===== src/rtl/spi_master_cmd.sv =====
// Command-driven SPI master: sends a 10-bit command word MSB first and, for
// rd-data commands, waits RD_WAIT turnaround cycles then receives one byte.
//
//  state | meaning
//  IDLE  | waiting for a command, SS_n high
//  CTRL  | one cycle presenting the frame-type bit (cmd[9])
//  SHIFT | ten cycles shifting the command word out MSB first
//  WAIT  | RD_WAIT turnaround cycles before read data (rd-data only)
//  RECV  | eight cycles sampling MISO MSB first (rd-data only)
//  DONE  | one cycle with SS_n high; publishes the read byte for rd-data
module spi_master_cmd #(
    parameter int RD_WAIT = 2
) (
    input  logic       clk,
    input  logic       rst,
    input  logic       cmd_valid,
    input  logic [9:0] cmd,
    output logic       cmd_ready,
    output logic       SS_n,
    output logic       MOSI,
    input  logic       MISO,
    output logic       rsp_valid,
    output logic [7:0] rsp_data,
    output logic       busy
);

    typedef enum logic [2:0] {IDLE, CTRL, SHIFT, WAIT, RECV, DONE} state_t;

    localparam int WW = (RD_WAIT > 1) ? $clog2(RD_WAIT) : 1;
    localparam logic [WW-1:0] WAIT_LOAD = WW'((RD_WAIT > 0) ? RD_WAIT - 1 : 0);

    state_t          state;
    logic [3:0]      cnt;
    logic [WW-1:0]   wcnt;
    logic [9:0]      tx;
    logic [7:0]      rx;
    logic            is_rd;

    assign busy      = (state != IDLE);
    assign cmd_ready = (state == IDLE) && !rst;

    always_ff @(posedge clk or posedge rst) begin
        if (rst) begin
            state     <= IDLE;
            cnt       <= 4'd0;
            wcnt      <= '0;
            tx        <= 10'd0;
            rx        <= 8'h00;
            is_rd     <= 1'b0;
            SS_n      <= 1'b1;
            MOSI      <= 1'b0;
            rsp_valid <= 1'b0;
            rsp_data  <= 8'h00;
        end else begin
            case (state)
                IDLE: begin
                    SS_n      <= 1'b1;
                    MOSI      <= 1'b0;
                    rsp_valid <= 1'b0;
                    if (cmd_valid) begin
                        tx    <= cmd;
                        is_rd <= (cmd[9:8] == 2'b11);
                        rx    <= 8'h00;
                        SS_n  <= 1'b0;
                        MOSI  <= cmd[9];
                        state <= CTRL;
                    end
                end
                CTRL: begin
                    MOSI  <= tx[9];
                    cnt   <= 4'd9;
                    state <= SHIFT;
                end
                SHIFT: begin
                    // tx shifts left so the next bit to send is always tx[8]
                    if (cnt == 4'd0) begin
                        MOSI <= 1'b0;
                        if (is_rd) begin
                            if (RD_WAIT == 0) begin
                                cnt   <= 4'd7;
                                state <= RECV;
                            end else begin
                                wcnt  <= WAIT_LOAD;
                                state <= WAIT;
                            end
                        end else begin
                            SS_n  <= 1'b1;
                            state <= DONE;
                        end
                    end else begin
                        MOSI <= tx[8];
                        tx   <= {tx[8:0], 1'b0};
                        cnt  <= cnt - 4'd1;
                    end
                end
                WAIT: begin
                    if (wcnt == '0) begin
                        cnt   <= 4'd7;
                        state <= RECV;
                    end else begin
                        wcnt <= wcnt - 1'b1;
                    end
                end
                RECV: begin
                    rx <= {rx[6:0], MISO};
                    if (cnt == 4'd0) begin
                        SS_n      <= 1'b1;
                        rsp_valid <= 1'b1;
                        rsp_data  <= {rx[6:0], MISO};
                        state     <= DONE;
                    end else begin
                        cnt <= cnt - 4'd1;
                    end
                end
                DONE: begin
                    rsp_valid <= 1'b0;
                    SS_n      <= 1'b1;
                    MOSI      <= 1'b0;
                    state     <= IDLE;
                end
                default: state <= IDLE;
            endcase
        end
    end

endmodule


===== config.mk =====
export PLATFORM = sky130hd
export DESIGN_NAME = spi_master_cmd
export DESIGN_NICKNAME = d
export VERILOG_FILES = /design/src/rtl/spi_master_cmd.sv
export SDC_FILE = /design/constraint.sdc
export NUM_CORES = 1
export LEC_CHECK = 0
export ABC_AREA = 1
export CORE_MARGIN = 2
export CORE_UTILIZATION = 45
export DETAILED_ROUTE_END_ITERATION = 10
export GPL_TIMING_DRIVEN = 0
export PLACE_DENSITY = 0.66
export SLEW_MARGIN = 40
export SYNTH_ARGS = -nofsm -noshare
export SYNTH_HDL_FRONTEND = slang
export SYNTH_SLANG_ARGS = --single-unit

===== constraint.sdc =====
create_clock -name clk -period 1.78 [get_ports clk]
set_input_delay 0.178 -clock clk [delete_from_list [all_inputs] [get_ports clk]]
set_output_delay 0.178 -clock clk [all_outputs]
set_load 0.01 [all_outputs]

; Word level (Yosys, flattened, before mapping)
; Index checks and enable logic that the tools add are counted.
[totals]
ff_bits = 37
inputBits = 14
out_inout_bits = 13
wordCells = 76
[op_classes]
addsub = 2
eq_ne = 14
muxes = 27
reduce_logical = 23
[ops]
columns = operator, count
row1 = $mux W10, 2
row2 = $pmux W10 S2, 1
row3 = $ne A2 B2 Y1 const B, 8
row4 = $mux W3, 5
row5 = $pmux W3 S5, 1
row6 = $pmux W7 S2, 1
row7 = $pmux W4 S3, 1
row8 = $mux W1, 9
row9 = $reduce_and A3 Y1, 3
row10 = $mux W4, 2
row11 = $pmux W1 S4, 2
row12 = $reduce_and A2 Y1, 4
row13 = $reduce_and A4 Y1, 2
row14 = $reduce_bool A2 Y1, 4
row15 = $reduce_bool A4 Y1, 2
row16 = $mux W7, 1
row17 = $eq A3 B2 Y1 const B, 2
row18 = $eq A3 B3 Y1 const B, 2
row19 = $reduce_bool A3 Y1, 2
row20 = $logic_not A4 Y1, 1
row21 = $pmux W1 S2, 2
row22 = $reduce_or A2 Y1, 2
row23 = $sub A4 B1 Y4 const B, 1
row24 = $eq A3 B1 Y1 const B, 1
row25 = other kinds (5), 5

; Depth between registers and ports, before layout
; Gate-level depths: netlist of run 1.
[logic_depth]
ltp_word = 4
ltp_mapped = 9
ltp_nobuf = 9

; Worst setup path after synthesis of run 1
; Ideal clock, no wire load.
[synth_timing]
path_kind = register -> register
startpoint = register cnt[0]
endpoint = register tx[0]
arrival_time_ns = 1.275
required_ns = 1.663
setup_slack_ns = 0.388
path_stages_with_launch = 9
n_path_buf = 1
cell_sequence = dfrtp_1 > inv_1 > ha_1 > nand2_1 > nor2_2 > nand2_2 > nand2_4 > buf_12 > o21ai_2
[synth_between]
elab_chain_cells = 3
[synth_rtl]
columns = element, line_no
row1 = start: declaration, 33  ; logic [3:0] cnt;
row2 = start signal: assignment, 93  ; cnt <= cnt - 4'd1;
row3 = start signal: assignment, 112  ; cnt <= cnt - 4'd1;
row4 = $logic_not A4 Y1, 76  ; if (cnt == 4'd0) begin
row5 = $ne A2 B2 Y1 (no source line), n/a
row6 = $reduce_and A3 Y1 (no source line), n/a
row7 = end signal: assignment, 61  ; tx <= cmd;
row8 = end signal: assignment, 92  ; tx <= {tx[8:0], 1'b0};
row9 = end: declaration, 35  ; logic [9:0] tx;
; Every way passes these cells.
; A chain may end at the register's enable or synchronous reset.

; Worst setup path in the final report of run 1
[layout_timing]
startpoint = register state[1]
endpoint = output busy
[layout_between]
elab_chain_cells = 1
[layout_rtl]
columns = element, line_no
row1 = start: declaration, 32  ; state_t state;
row2 = start signal: assignment, 44  ; state <= IDLE;
row3 = start signal: assignment, 66  ; state <= CTRL;
row4 = start signal: assignment, 72  ; state <= SHIFT;
row5 = $reduce_bool A3 Y1, 39  ; assign busy = (state != IDLE);
row6 = end: declaration, 24  ; output logic busy
; Every way passes these cells.

==> results of run 1 <==
cell usage in the layout (no fill, tap or decap), types with 2 or more instances in the layout:
cell type                          n
sky130_fd_sc_hd__nor2_2            3
sky130_fd_sc_hd__a21oi_1           2
sky130_fd_sc_hd__nand2_4           4
sky130_fd_sc_hd__buf_6             3
sky130_fd_sc_hd__nand3_4           2
sky130_fd_sc_hd__ha_1              2
sky130_fd_sc_hd__o21ai_0          11
sky130_fd_sc_hd__nor2_1            8
sky130_fd_sc_hd__inv_1            17
sky130_fd_sc_hd__nand2_1          93
sky130_fd_sc_hd__nor2_4            4
sky130_fd_sc_hd__clkinvlp_4        3
sky130_fd_sc_hd__o22ai_1           8
sky130_fd_sc_hd__clkbuf_8          5
sky130_fd_sc_hd__nand2_2          20
sky130_fd_sc_hd__dfrtp_2           2
sky130_fd_sc_hd__inv_2             7
sky130_fd_sc_hd__nand3_1          10
sky130_fd_sc_hd__clkdlybuf4s50_1  25
sky130_fd_sc_hd__dfrtp_1          34
sky130_fd_sc_hd__buf_4             4
final timing paths:
check,startpoint,endpoint,cells past startpoint
worst max-delay path,state[1]$_DFFE_PP0P_,busy,3
worst min-delay path,rst,tx[7]$_DFFE_PP0P_,2
worst max register to register,cnt[0]$_DFFE_PP0P_,tx[8]$_DFFE_PP0P_,9
worst min register to register,SS_n$_DFFE_PP1P_,SS_n$_DFFE_PP1P_,2
max in group asynchronous,rst,SS_n$_DFFE_PP1P_,3
min in group clk,cmd[0],tx[0]$_DFFE_PP0P_,3
metrics by stage:
| step | power (mW) | cell area (um^2) | cells |
|---|---|---|---|
| finish | 4.163 | 2460 | 331 |
| global route | 4.548 | 2460 | 331 |
| CTS | 4.200 | 2460 | 331 |
| detailed placement | 3.513 | 2330 | 320 |
| global placement | 3.464 | 2302 | 319 |
| floorplan | 2.922 | 1977 | 241 |
layout make-up:
class | instances | area share (%)
plain buffers | 5 | 2.492
multi-input cells | 173 | 36.67
repair buffers | 30 | 12.56
inverters | 26 | 4.120
flip-flops and latches | 37 | 37.79
clock inverters | 3 | 0.9156
well taps | 52 | 2.645
clock buffers | 5 | 2.798
cells in the mapped netlist, types with 2 or more instances:
cell type and n:
sky130_fd_sc_hd__o21ai_0 11, sky130_fd_sc_hd__nand2_4 3, sky130_fd_sc_hd__nor2_4 3, sky130_fd_sc_hd__nor2_2 4, sky130_fd_sc_hd__nor2_1 8, sky130_fd_sc_hd__dfrtp_1 36, sky130_fd_sc_hd__nand2_2 20, sky130_fd_sc_hd__nand2_1 94
sky130_fd_sc_hd__ha_1 2, sky130_fd_sc_hd__inv_2 7, sky130_fd_sc_hd__buf_6 3, sky130_fd_sc_hd__nand3_1 10, sky130_fd_sc_hd__a21oi_1 2, sky130_fd_sc_hd__inv_1 18, sky130_fd_sc_hd__nand3_4 2, sky130_fd_sc_hd__o22ai_1 8
logic make-up (layout without fill, tap and decap cells):
group / after synthesis / after routing / synth area share, %
compound gates: 24 / 24 / 7.089
xor+xnor: 1 / 1 / 0.4431
fa+ha+maj: 2 / 2 / 1.266
buf+inv: 31 / 69 / 8.101
flops: 37 / 37 / 46.90
simple gates: 146 / 146 / 36.20
sequential cells by signal (all words and copies together), names as in the netlist, 3 cells and up:
register  count
tx           10
rsp_data      8
rx            7
cnt           4
state         3
power by group:
group | total [mW] | internal, mW | switching, mW
Combinational | 2.17 | 0.904 | 1.27
Clock | 0.598 | 0.275 | 0.323
Sequential | 1.39 | 1.18 | 0.208
worst register-to-register path, stage by stage (launching register included):
cell	delay (ns)
sky130_fd_sc_hd__dfrtp_1	0.40
sky130_fd_sc_hd__inv_1	0.12
sky130_fd_sc_hd__ha_1	0.19
sky130_fd_sc_hd__nand2_1	0.07
sky130_fd_sc_hd__nor2_2	0.26
sky130_fd_sc_hd__nand2_2	0.14
sky130_fd_sc_hd__nand2_4	0.12
sky130_fd_sc_hd__inv_2	0.09
sky130_fd_sc_hd__nand2_1	0.07
sky130_fd_sc_hd__nand2_1	0.05
routing by layer:
metal | routed length [um] | vias up | GRT usage (%)
met4 | 16 | 0 | 5.769
met1 | 1994 | 729 | 25.49
met3 | 147 | 3 | 5.195
met2 | 1782 | 32 | 26.31
met5 | 0 | - | 0
li1 | - | 822 | -
what timing repair did:
action / CTS / global route
endpoints found under the setup margin: 2 / 0
resized for setup: 7 / 0
setup buffers: 3 / 0
==> results_tabular.tex, run 1 <==
\begin{tabular}{lr}
\hline
Metric & Value \\
\hline
\multicolumn{2}{l}{\textbf{Detailed routing}} \\
\quad DRT Wirelength & 3939 um \\
\quad Number of design-rule violations left by the first detailed-router iteration & 113 \\
\quad Via count & 1,586 \\
\quad Mean routed wirelength per cell & 11.90 um \\
\quad Initial DRT Pass Iterations & 4 \\
\quad Post-detailed-route count of antenna-violating nets & 0 \\
\quad DR DRC count & 0 \\
\quad Post-DR vias/cell & 4.792 \\
\multicolumn{2}{l}{\textbf{Cells and area}} \\
\quad Layout cells sized above 1 & 23.66\% \\
\quad Layout overhead on the synthesized area & 24.43\% \\
\quad Number of fillers in the final layout & 396 \\
\quad Net count, final & 294 \\
\quad Final Util & 57.28\% \\
\quad Storage element area & 929.6 um\^{}2 \\
\quad Multi-input combinational cell area & 902.1 um\^{}2 \\
\quad Number of antenna cells inserted & 0 \\
\multicolumn{2}{l}{\textbf{Yosys}} \\
\quad Total of flip-flops plus latches after synthesis & 37 \\
\quad Post-synth cell types & 26 \\
\quad Share of the synthesized area in the top cell type & 45.57\% \\
\quad Synthesized area & 1977 um\^{}2 \\
\quad Top\_reg\_cell synth & sky130\_fd\_sc\_hd\_\_dfrtp\_1 \\
\quad Area leader, netlist & sky130\_fd\_sc\_hd\_\_dfrtp\_1 \\
\quad EDFF count, synth & 0 \\
\quad Most area-consuming cells after synthesis & sky130\_fd\_sc\_hd\_\_dfrtp\_1, sky130\_fd\_sc\_hd\_\_nand2\_1, sky130\_fd\_sc\_hd\_\_nand2\_2, sky130\_fd\_sc\_hd\_\_inv\_1, sky130\_fd\_sc\_hd\_\_o21ai\_0 \\
\quad Cells after synthesis & 241 \\
\quad Synthesized area per cell & 8.203 um\^{}2 \\
\quad Post-synthesis async set-or-reset flop share & 100.0\% \\
\quad Share of synthesized area occupied by flip-flops and latches & 46.90\% \\
\quad Number of nets produced by synthesis & 257 \\
\quad Synthesis warning total & 0 \\
\multicolumn{2}{l}{\textbf{Timing}} \\
\quad Total setup violations reported at the end of the flow & 0 \\
\quad Relative slew margins & 74.85\% \\
\quad Slew of the pin with the lowest slew margin & 0.3767 ns \\
\quad Largest clock skew in the final design & 0.01067 ns \\
\quad RSZ-0062 raised after global routing & no \\
\quad Hold Slack & 0.2149 ns \\
\quad Accumulated negative setup slack & 0 ns \\
\quad Post-route fraction of the period consumed by the critical path & 92.78\% \\
\quad Upper clock frequency limit & 0.6055 GHz \\
\quad Final-report max-slew violation count & 0 \\
\quad Min Clock Period, post-route & 1.651 ns \\
\quad Setup ws final & 0.1286 ns \\
\quad Total count of hold-check failures in the final report & 0 \\
\multicolumn{2}{l}{\textbf{Clock tree}} \\
\quad Insertion delay of the later-clocked pin in the worst-skew pair & 0.30 ns \\
\quad Clock sink count & 37 \\
\quad Total CTS buffers & 5 \\
\quad CTS tree & built \\
\quad Longest Clk Path Bufs & 2 \\
\quad Number of H-tree branching levels & 2 \\
\quad CTS Hold Bufs & 0 \\
\quad CTS Root Cell & sky130\_fd\_sc\_hd\_\_clkbuf\_8 \\
\quad Worst-path clk slew & 0.08 ns \\
\multicolumn{2}{l}{\textbf{Critical path}} \\
\quad Critical Path End Type & primary output \\
\quad Delay-heaviest family, CP & buffers and inverters \\
\quad Start-to-end type of the worst setup path & register to primary output \\
\quad R2r setup slk & 0.18 ns \\
\quad CP max FO & 6 \\
\quad Standard cell with the maximum stage delay on the critical path & sky130\_fd\_sc\_hd\_\_clkdlybuf4s50\_1 \\
\quad Startpoint Class & register \\
\quad Cells along the critical path & nor2\_4 > nand2\_4 > clkdlybuf4s50\_1 \\
\quad Largest stage delay, worst path & 0.49 ns \\
\quad Data arrival time at the worst-slack endpoint & 1.47 ns \\
\quad CP required & 1.60 ns \\
\quad Crit path buf inv count & 1 \\
\multicolumn{2}{l}{\textbf{Placement}} \\
\quad Final weighted congestion in routability-driven placement & 0.8008 \\
\quad Port Buffer Count & 26 \\
\quad DP Wirelength & 2821 um \\
\quad Post-Place Worst Slack & 0.08091 ns \\
\multicolumn{2}{l}{\textbf{Floorplanning}} \\
\quad Area enclosed by the die boundary & 4939 um\^{}2 \\
\quad Height of the die & 70.28 um \\
\quad Count of standard-cell rows & 24 \\
\quad Overall die width & 70.28 um \\
\quad Starting utilization of the core area & 46.04\% \\
\quad Core footprint & 4294 um\^{}2 \\
\quad Number of top-level pins & 27 \\
\multicolumn{2}{l}{\textbf{Global route}} \\
\quad Wire length of the first global-routing pass & 6913 um \\
\quad GRT Util Overall & 17.94\% \\
\quad Number of antenna violations at the first check in global routing & 0 \\
\quad Maximum number of pins on one net before global-route repair & 24 \\
\quad Grt total ovfl & 0 \\
\quad Via count of the first global-routing pass & 1,458 \\
\multicolumn{2}{l}{\textbf{Power and ir drop}} \\
\quad Maximum vdd ir drop & 0.7105 mV \\
\quad Leakage power & 1.255 nW \\
\quad Power density cells & 1692 nW/um\^{}2 \\
\multicolumn{2}{l}{\textbf{Hold path}} \\
\quad Classification of the worst-slack hold path & input pin to asynchronous set/reset pin \\
\multicolumn{2}{l}{\textbf{Job}} \\
\quad Max-cap violations & 0 \\
\multicolumn{2}{l}{\textbf{Run status}} \\
\quad Outcome & complete, no violations \\
\hline
\end{tabular}
Power figures use the tool's default switching activity.
==> run 2: changes to the inputs <==
- RECOVER_POWER: unset -> 50
- clock period: 1.78 -> 2 ns (I/O delays scaled with it)
==> run 2 against run 1 <==
- critical path depth up 1
- sequential power fell by 10%
- sequential share of layout area grew 1.1 points
- critical path type unchanged
==> results_tabular.tex, run 2 (synthesis gave the netlist of run 1 again) <==
\begin{tabular}{lr}
\hline
Metric & Value \\
\hline
\multicolumn{2}{l}{\textbf{Run status}} \\
\quad Outcome & complete, no violations \\
\multicolumn{2}{l}{\textbf{Power and ir drop}} \\
\quad Clock network power share & 14.8\% \\
\quad Internal Dissipation & 2.047 mW \\
\quad Power share of the sequential group & 34.8\% \\
\quad Switching power as a share of total power & 43.08\% \\
\quad Leakage power & 1.224 nW \\
\quad Final Power & 3.596 mW \\
\quad Maximum vdd ir drop & 0.6183 mV \\
\quad Fraction of power consumed by combinational cells & 50.4\% \\
\quad Net switching power of the design & 1.549 mW \\
\quad Power density cells & 1508 nW/um\^{}2 \\
\multicolumn{2}{l}{\textbf{Clock tree}} \\
\quad Number of H-tree branching levels & 2 \\
\quad Longest Clk Path Bufs & 2 \\
\quad CTS tree & built \\
\quad Insertion delay of the later-clocked pin in the worst-skew pair & 0.30 ns \\
\quad CTS Hold Bufs & 0 \\
\quad Clock sink count & 37 \\
\quad CTS Root Cell & sky130\_fd\_sc\_hd\_\_clkbuf\_8 \\
\quad Worst-path clk slew & 0.08 ns \\
\quad Post CTS Setup Buffer Count & 0 \\
\quad Total CTS buffers & 5 \\
\multicolumn{2}{l}{\textbf{Critical path}} \\
\quad Startpoint of the worst-slack reg-to-reg timing path & cnt[0]\$\_DFFE\_PP0P\_ \\
\quad Critical Path Source & state[1]\$\_DFFE\_PP0P\_ \\
\quad Largest stage delay, worst path & 0.53 ns \\
\quad CP max FO & 6 \\
\quad Standard cell with the maximum stage delay on the critical path & sky130\_fd\_sc\_hd\_\_clkdlybuf4s50\_1 \\
\quad CP required & 1.80 ns \\
\quad Data arrival time at the worst-slack endpoint & 1.72 ns \\
\quad Critical Path End Type & primary output \\
\quad Start-to-end type of the worst setup path & register to primary output \\
\quad Cells along the critical path & nor2\_2 > nand2\_2 > nor2\_1 > clkdlybuf4s50\_1 \\
\quad Startpoint Class & register \\
\multicolumn{2}{l}{\textbf{Global route}} \\
\quad Maximum number of pins on one net before global-route repair & 24 \\
\quad Grt total ovfl & 0 \\
\quad Wire length of the first global-routing pass & 6768 um \\
\quad GRT Util Overall & 17.48\% \\
\quad Number of antenna violations at the first check in global routing & 0 \\
\quad Via count of the first global-routing pass & 1,419 \\
\multicolumn{2}{l}{\textbf{Detailed routing}} \\
\quad Via count & 1,558 \\
\quad DRT Wirelength & 3865 um \\
\quad Number of design-rule violations left by the first detailed-router iteration & 80 \\
\quad DR DRC count & 0 \\
\quad Initial DRT Pass Iterations & 4 \\
\quad Mean routed wirelength per cell & 11.78 um \\
\quad Post-detailed-route count of antenna-violating nets & 0 \\
\quad Post-DR vias/cell & 4.750 \\
\multicolumn{2}{l}{\textbf{Timing}} \\
\quad Min Clock Period, post-route & 1.917 ns \\
\quad Upper clock frequency limit & 0.5216 GHz \\
\quad Post-route fraction of the period consumed by the critical path & 95.87\% \\
\quad Largest clock skew in the final design & 0.01017 ns \\
\quad Total setup violations reported at the end of the flow & 0 \\
\quad Hold Slack & 0.4334 ns \\
\quad Total count of hold-check failures in the final report & 0 \\
\quad RSZ-0062 raised after global routing & no \\
\quad Relative slew margins & 60.71\% \\
\quad Slew of the pin with the lowest slew margin & 0.5887 ns \\
\quad Final-report max-slew violation count & 0 \\
\quad Accumulated negative setup slack & 0 ns \\
\multicolumn{2}{l}{\textbf{Cells and area}} \\
\quad Leading registers by flop count & tx x10, rsp\_data x8, rx x7 \\
\quad Leading cell type in the layout, fill and taps excluded & sky130\_fd\_sc\_hd\_\_nand2\_1 \\
\quad Number of antenna cells inserted & 0 \\
\quad Layout cells sized above 1 & 20.65\% \\
\quad Number of flip-flops in the largest register & 10 \\
\quad Commonest cells after routing, fill and taps aside & sky130\_fd\_sc\_hd\_\_nand2\_1, sky130\_fd\_sc\_hd\_\_dfrtp\_1, sky130\_fd\_sc\_hd\_\_clkdlybuf4s50\_1 \\
\quad Layout overhead on the synthesized area & 20.63\% \\
\quad Final Util & 55.54\% \\
\quad Count of non-filler cells in the finished layout & 328 \\
\quad Register ranked first by flip-flop count & tx \\
\quad Net count, final & 291 \\
\multicolumn{2}{l}{\textbf{Placement}} \\
\quad Final weighted congestion in routability-driven placement & 0.8008 \\
\quad Placed cell count & 320 \\
\quad Port Buffer Count & 26 \\
\quad DP Wirelength & 2821 um \\
\multicolumn{2}{l}{\textbf{Floorplanning}} \\
\quad Number of top-level pins & 27 \\
\quad Core footprint & 4294 um\^{}2 \\
\quad Overall die width & 70.28 um \\
\quad Count of standard-cell rows & 24 \\
\quad Height of the die & 70.28 um \\
\quad Area enclosed by the die boundary & 4939 um\^{}2 \\
\quad Starting utilization of the core area & 46.04\% \\
\multicolumn{2}{l}{\textbf{Hold path}} \\
\quad Classification of the worst-slack hold path & input pin to asynchronous set/reset pin \\
\multicolumn{2}{l}{\textbf{Job}} \\
\quad Max-cap violations & 0 \\
\hline
\end{tabular}
-- run 2: worst paths after layout --
| kind | end | slack, ns | depth (start not counted) |
|---|---|---|---|
| max reg2reg | tx[9]$_DFFE_PP0P_ | 0.28 | 9 |
| max | cmd_ready | 0.08 | 4 |
| min | tx[7]$_DFFE_PP0P_ | 0.43 | 2 |
| max in group asynchronous | SS_n$_DFFE_PP1P_ | 0.62 | 3 |
| min reg2reg | SS_n$_DFFE_PP1P_ | 0.48 | 2 |
| min in group clk | tx[0]$_DFFE_PP0P_ | 0.47 | 3 |
-- run 2: metrics by stage --
stage          setup slack [ns]  instance area [um^2]
5_1_grt                 0.03133                  2385
2_1_floorplan            0.6078                  1977
4_1_cts                 0.02299                  2424
3_3_place_gp            0.06158                  2302
6_report                0.08268                  2385
3_5_place_dp             0.2789                  2330
-- run 2: power by group through the flow --
stage	combinational, mW	clock (mW)	sequential (mW)
final	1.81	0.532	1.25
after global routing	2.06	0.583	1.29
after CTS	1.88	0.547	1.25
after global placement	1.83	0	1.25
after detailed placement	1.86	0	1.26
after floorplan	1.33	0	1.27
-- run 2: metal layers --
layer / wire, um / GRT usage [%] / share of wire [%]
met1: 1934 / 25.21 / 50
met2: 1693 / 25.05 / 44
met3: 171 / 5.195 / 4.4
met4: 65 / 5.769 / 1.7
met5: 0 / 0 / 0
-- run 2: final cells by class --
class	count	area, um^2
Inverter	26	98.84
Sequential cell	37	928.4
Buffer	5	61.31
Clock inverter	3	22.52
Clock buffer	5	68.82
Fill cell	398	1909
Tap cell	52	65.06
Multi-Input combinational cell	173	874.6
Timing Repair Buffer	27	265.3
-- run 2: what timing repair did --
action / CTS / global route
setup endpoints to repair: 1 / 1
pin swaps: 0 / 0
resized for setup: 1 / 1
-- run 2: worst max-delay path: cells and delay by family (launching register included) --
kind / cells / cell delay, ns
and+or+nand+nor: 3 / 0.42
buffers and inverters: 1 / 0.53
DFF: 1 / 0.47
